$ cat config.mk
export PLATFORM = sky130hd
export DESIGN_NAME = serial_p2s_receiver
export DESIGN_NICKNAME = d
export VERILOG_FILES = /design/src/rtl/serial_p2s_receiver.sv
export SDC_FILE = /design/constraint.sdc
export NUM_CORES = 1
export LEC_CHECK = 0
export BUFFER_PORTS_ARGS = -buffer_cell sky130_fd_sc_hd__buf_2
export CAP_MARGIN = 0
export CELL_PAD_IN_SITES_DETAIL_PLACEMENT = 0
export CELL_PAD_IN_SITES_GLOBAL_PLACEMENT = 1
export CORE_MARGIN = 2
export CORE_UTILIZATION = 46
export DETAILED_ROUTE_END_ITERATION = 8
export GPL_TIMING_DRIVEN = 0
export PLACE_DENSITY_LB_ADDON = 0.1
export SLEW_MARGIN = 25
export SYNTH_ARGS = -nofsm -noshare
export SYNTH_HDL_FRONTEND = slang
export SYNTH_SLANG_ARGS = --single-unit
$ cat constraint.sdc
create_clock -name clk -period 2.7 [get_ports clk]
set_clock_uncertainty 0.15 [all_clocks]
set_input_delay 0.27 -clock clk [delete_from_list [all_inputs] [get_ports clk]]
set_output_delay 0.27 -clock clk [all_outputs]
set_load 0.005 [all_outputs]
$ cat src/rtl/serial_p2s_receiver.sv
// Serial-to-parallel receiver for the sclk/sout/sclrn/latch-enable shift-chain protocol.
// All serial lines are oversampled in the clk domain and reassembled into a DATA_BITS word.
module serial_p2s_receiver #(
    parameter int unsigned DATA_BITS       = 16,
    parameter int unsigned DATA_COUNT_BITS = 5,
    parameter bit          DIR             = 1'b0
) (
    input  logic                       clk,
    input  logic                       rst,
    input  logic                       sclk,
    input  logic                       sdin,
    input  logic                       sclrn,
    input  logic                       EN,
    output logic [DATA_BITS-1:0]       PData,
    output logic                       valid,
    output logic                       frame_err,
    output logic                       busy,
    output logic [DATA_COUNT_BITS-1:0] bit_cnt
);

    localparam logic [DATA_COUNT_BITS-1:0] CntFull = DATA_COUNT_BITS'(DATA_BITS);
    localparam logic [DATA_COUNT_BITS-1:0] CntOvr  = DATA_COUNT_BITS'(DATA_BITS + 1);
    localparam logic [DATA_COUNT_BITS-1:0] CntOne  = DATA_COUNT_BITS'(1);

    typedef enum logic [1:0] {
        StIdle,
        StShift,
        StLatch
    } state_e;

    // Line order in the sync vectors: {EN, sclrn, sdin, sclk}.
    logic [3:0] meta_q;
    logic [3:0] sync_q;
    logic [1:0] hist_q;

    logic sclk_rise;
    logic en_rise;
    logic sdin_s;
    logic clr;

    state_e                     state_q, state_d;
    logic [DATA_BITS-1:0]       sr_q, sr_d;
    logic [DATA_BITS-1:0]       sr_shifted;
    logic [DATA_COUNT_BITS-1:0] cnt_q, cnt_d;
    logic [DATA_COUNT_BITS-1:0] cnt_inc;
    logic [DATA_BITS-1:0]       pdata_q, pdata_d;
    logic                       valid_q, valid_d;
    logic                       ferr_q, ferr_d;

    // sdin and sclrn share the same two-stage delay as sclk, so sdin stays aligned to sclk.
    always_ff @(posedge clk or posedge rst) begin
        if (rst) begin
            meta_q <= '0;
            sync_q <= '0;
            hist_q <= '0;
        end else begin
            meta_q <= {EN, sclrn, sdin, sclk};
            sync_q <= meta_q;
            hist_q <= {sync_q[3], sync_q[0]};
        end
    end

    assign sclk_rise = sync_q[0] & ~hist_q[0];
    assign en_rise   = sync_q[3] & ~hist_q[1];
    assign sdin_s    = sync_q[1];
    assign clr       = ~sync_q[2];

    generate
        if (DIR) begin : g_lsb_first
            assign sr_shifted = {sdin_s, sr_q[DATA_BITS-1:1]};
        end else begin : g_msb_first
            assign sr_shifted = {sr_q[DATA_BITS-2:0], sdin_s};
        end
    endgenerate

    // Saturate one past full so an overrun cannot wrap back to a legal count.
    assign cnt_inc = (cnt_q == CntOvr) ? cnt_q : cnt_q + CntOne;

    always_comb begin
        state_d = state_q;
        sr_d    = sr_q;
        cnt_d   = cnt_q;
        pdata_d = pdata_q;
        valid_d = 1'b0;
        ferr_d  = 1'b0;

        if (clr) begin
            state_d = StIdle;
            sr_d    = '0;
            cnt_d   = '0;
        end else begin
            unique case (state_q)
                StIdle: begin
                    if (sclk_rise) begin
                        sr_d    = sr_shifted;
                        cnt_d   = cnt_inc;
                        // Coincident latch is evaluated next cycle on the post-shift count.
                        state_d = en_rise ? StLatch : StShift;
                    end else if (en_rise) begin
                        ferr_d = 1'b1;
                    end
                end
                StShift: begin
                    if (sclk_rise) begin
                        sr_d  = sr_shifted;
                        cnt_d = cnt_inc;
                    end
                    if (en_rise) begin
                        state_d = StLatch;
                    end
                end
                StLatch: begin
                    if (cnt_q == CntFull) begin
                        pdata_d = sr_q;
                        valid_d = 1'b1;
                    end else begin
                        ferr_d = 1'b1;
                    end
                    cnt_d   = '0;
                    state_d = StIdle;
                    // The next frame may start in the latch cycle itself.
                    if (sclk_rise) begin
                        sr_d    = sr_shifted;
                        cnt_d   = CntOne;
                        state_d = en_rise ? StLatch : StShift;
                    end
                end
                default: begin
                    state_d = StIdle;
                end
            endcase
        end
    end

    always_ff @(posedge clk or posedge rst) begin
        if (rst) begin
            state_q <= StIdle;
            sr_q    <= '0;
            cnt_q   <= '0;
            pdata_q <= '0;
            valid_q <= 1'b0;
            ferr_q  <= 1'b0;
        end else begin
            state_q <= state_d;
            sr_q    <= sr_d;
            cnt_q   <= cnt_d;
            pdata_q <= pdata_d;
            valid_q <= valid_d;
            ferr_q  <= ferr_d;
        end
    end

    assign PData     = pdata_q;
    assign valid     = valid_q;
    assign frame_err = ferr_q;
    assign busy      = (state_q != StIdle);
    assign bit_cnt   = cnt_q;

endmodule

Word level (Yosys, flattened, before mapping). Index checks and enable logic that the tools add are counted.

Reductions and logical operators: 8. Bitwise operators: 4. Add/sub/neg operators: 1. Equality and inequality tests: 11. Muxes and demuxes: 22.

Operators with widths (number): 16-bit two-way mux (3); 5-bit two-way mux (3); 5-bit == test (second input constant) (2); 2-bit two-way mux (5); 5-bit one-hot mux with 2 select lines (1); 3-bit != test (second input constant) (3); 1-bit two-way mux (8); 3-bit by 2-bit != test with 1-bit output (second input constant) (2); 2-bit one-hot mux with 3 select lines (1); 3-bit AND reduction (2); 5-bit by 1-bit adder with 5-bit output (second input constant) (1); 2-bit AND reduction (2); 3-bit OR reduction (1); 1-bit bitwise AND (2); 2-bit by 1-bit == test with 1-bit output (second input constant) (1); 2-bit == test (second input constant) (1); 2-bit zero test (1); 2-bit by 1-bit != test with 1-bit output (second input constant) (1); 2-bit != test (second input constant) (1); 1-bit NOT (2); 1-bit one-hot mux with 2 select lines (1); 2-bit nonzero test (1); 2-bit OR reduction (1).

Bits in registers: 51. Logic and storage cells: 55. Output and inout bits: 24.

Logic depth before layout (Yosys ltp).
Depth in word-level cells: 6. Gate-level depth with buffers: 6. Gate-level depth less buffers: 5.

Worst setup path before layout. Ideal clock, no wire load.

Path type: register to register. Start point: register cnt_q[0] (netlist: bit_cnt[0]). End point: register pdata_q[0] (netlist: PData[0]). Data required time: 2.425 ns. Period minus slack after synthesis: 1.955 ns. Buffers on the path: 1. Arrival time: 1.680 ns. Path slack: 0.745 ns. Library setup time: 0.125 ns. Stages on the path, launching flop included: 7. Cells stage by stage: dfrtp_1 -> inv_1 -> ha_1 -> nand2_2 -> nor4_4 -> buf_6 -> mux2_4.

Word-level cells in the longest chain between the ends: 2.

RTL lines: from (decl) (line 44) `logic [DATA_COUNT_BITS-1:0] cnt_q, cnt_d;`; from (signal assigned) (line 146) `cnt_q <= cnt_d;`; 5-bit == test (line 113) `if (cnt_q == CntFull) begin`; 3-bit AND reduction (no source line); to (signal assigned) (line 147) `pdata_q <= pdata_d;`; to (decl) (line 46) `logic [DATA_BITS-1:0] pdata_q, pdata_d;`.

Every way passes these cells. A chain may end at the register's enable or synchronous reset.

Worst setup path in the final report. Same ends and word-level chain as after synthesis.

==> out/metrics.csv <==
metric,value,unit
status,"finished, final reports clean",
clk_latency,0.29,ns
track_usage,0.164,
ctsLongestPathBuffers,2,
synth.distinct_cells,41,
drive_gt1_frac,0.313,
n_antenna_cell,0,
yosys_warnings,0,
antenna_left,0,
min_period_over_period,0.798,
cp.required,2.73,ns
r2r-end,PData[0],
clkSinkCount,51,
swShare,0.209,
synth_enable_flop_cells,0,
rrSetupSlack,0.55,ns
ys_seq_area_frac,0.583,
cts_setup_buffers,0,
p_per_area,530,mW/mm^2
syn_area,0.00219,sq mm
cp-start-kind,flop,
synth_area_leaders,"dfrtp_1, mux2_4, mux2i_1",
max-cap-violations,0,
cts_made_buffers,5,
power_frac_seq,0.577,
nFillCells,410,
grt_pass1_vias,1402,
routed_wirelength,3920,um
drc,0,
overflow,0,
internal_power,1.08,mW
synth_top_cell_by_area,dfrtp_1,
syn_nets,175,
timing.setup.tns,0,ns
fmax,464,MHz
multi_input_area,813,sq um
max-slew-margin-rel,0.592,
worstPathMaxFanout,10,
routedWlPerCell,15.0,um
min-delay-start,meta_q[1],
start_util,0.470,
core.rowCount,25,
combPwrFrac,0.059,
die_area,0.00533,sq mm
syn2layout_area_growth,17.6,%
regArea,0.00128,sq mm
ys_ff_latch,51,
hpwl,2740,um
drtIter0Drc,66,
synth_cells,166,
reg2regPathDepth,6,
port_buffers,29,
gp_congestion,0.874,
htree_levels,2,
chipHeight,73.0,um
hold-path-endpoint,sync_q[1],
setup.worst_path.class,reg2reg,
min_period,2.15,ns
power,1.36,mW
ios,30,
num_vias,1411,
endpoint_kind,flop,
p_switching,286,uW
worst_slew_pin_slew,0.612,ns
holdWs,0.207,ns
grt_pass1_wl,6760,um
finalMaxSlewViolations,0,
holdCritPathClass,reg2reg,
pwr-share-clk,0.364,
r2r-start,bit_cnt[0],
syn-mean-instance-area,13.2,sq um
ys_dominant_reg_cell,dfrtp_1,
grt_max_degree,29,
clk_pin_slew_worst_paths,0.08,ns
place_ws,0.506,ns
synthArstFlopShare,1.00,
worstPathArrival,2.19,ns
nNetsFinal,217,
setup_viol,0,
finalHoldViolations,0,
min_path_cells,0,
ir_drop,0.221,mV
yosysTopAreaCellShare,0.583,
rsz0062_at_grt,false,
vias_per_cell,5.39,
antenna_found_initial,0,
cts_tree,built,
die_x,73.0,um
dr.pass1.iters,4,
cts_root_buf,clkbuf_8,
p_leak,1.29,nW
core,0.00466,sq mm
worst_slack,0.546,ns
==> cell families after synthesis <==
logic type | after synthesis | share of synthesized area
flops | 51 | 0.583
simple gates | 36 | 0.114
mux | 27 | 0.148
compound gates | 26 | 0.0920
buf+inv | 23 | 0.0463
fa+ha+maj | 3 | 0.0171
==> layout make-up <==
| type | count | share of cell area |
|---|---|---|
| plain buffers | 9 | 0.0189 |
| clock buffers | 6 | 0.0282 |
| clock inverters | 1 | 0.0117 |
| inverters | 14 | 0.0204 |
| multi-input cells | 92 | 0.316 |
| flip-flops and latches | 51 | 0.495 |
| well taps | 54 | 0.0262 |
| repair buffers | 35 | 0.0835 |
==> flip-flops by register name, indices dropped and copies added, names as in the netlist <==
signal	flops
PData	16
sr_q	16
bit_cnt	5
meta_q	4
sync_q	4
hist_q	2
state_q	2
frame_err	1
valid	1
==> routing by layer <==
metal  track usage  share of wire  vias up  routed length, um
li1              -              -      676                  -
met1         0.218           0.45      704               1780
met2         0.270           0.51       29               1990
met3        0.0331          0.030        2                117
met4        0.0535         0.0069        0                 27
met5             0              0        -                  0
==> cell usage after synthesis, types with 3 or more instances <==
master    count
buf_2         3
dfrtp_1      51
ha_1          3
inv_1        13
mux2_2        7
mux2_4        9
mux2i_1      11
nand2_1      10
nand3_1       5
o211ai_1      9
o41ai_1       8
==> worst max-delay path by stage <==
stage | startpoint | end | slack, ns | cells past startpoint
after floorplan | bit_cnt[0] | PData[0] | 0.75 | 6
after global placement | rst | PData[11] | 0.47 | 2
after detailed placement | bit_cnt[0] | PData[2] | 0.51 | 6
after CTS | bit_cnt[0] | PData[0] | 0.49 | 6
after global routing | bit_cnt[0] | PData[0] | 0.41 | 6
final | bit_cnt[0] | PData[0] | 0.55 | 6
==> timing repair <==
action / in CTS / in global routing
resized for setup: 0 / 0
hold buffers: 5 / 0
hold endpoints to repair: 27 / 0
==> critical path, cell delays in order (launching register included) <==
cell and delay (ns):
dfrtp_1 0.47, inv_1 0.09, ha_1 0.16, nand2_2 0.08, nor4_4 0.54, buf_6 0.26
mux2_4 0.31
==> power groups by stage <==
stage          logic [mW]  registers [mW]  clock network (mW)
2_1_floorplan      0.0509           0.800                   0
5_1_grt            0.0907           0.790               0.549
3_5_place_dp       0.0771           0.802                   0
4_1_cts            0.0826           0.787               0.514
6_report           0.0805           0.787               0.497
3_3_place_gp       0.0719           0.802                   0
==> placed cells by master, fill, tap and decap left out, types with 7 or more instances in the layout <==
master    count
dfrtp_1      51
mux2i_1      11
mux2_4        9
mux2_2        7
o211ai_1      9
o41ai_1       8
nand2_1      10
inv_1        12
buf_2        32
==> stage by stage <==
step	instance area, sq um	cells	utilization
final	2580	262	0.553
after floorplan	2190	166	-
after global placement	2400	249	0.516
after global routing	2580	262	0.553
after CTS	2580	262	0.553
after detailed placement	2420	250	0.520
Power figures use the tool's default switching activity.
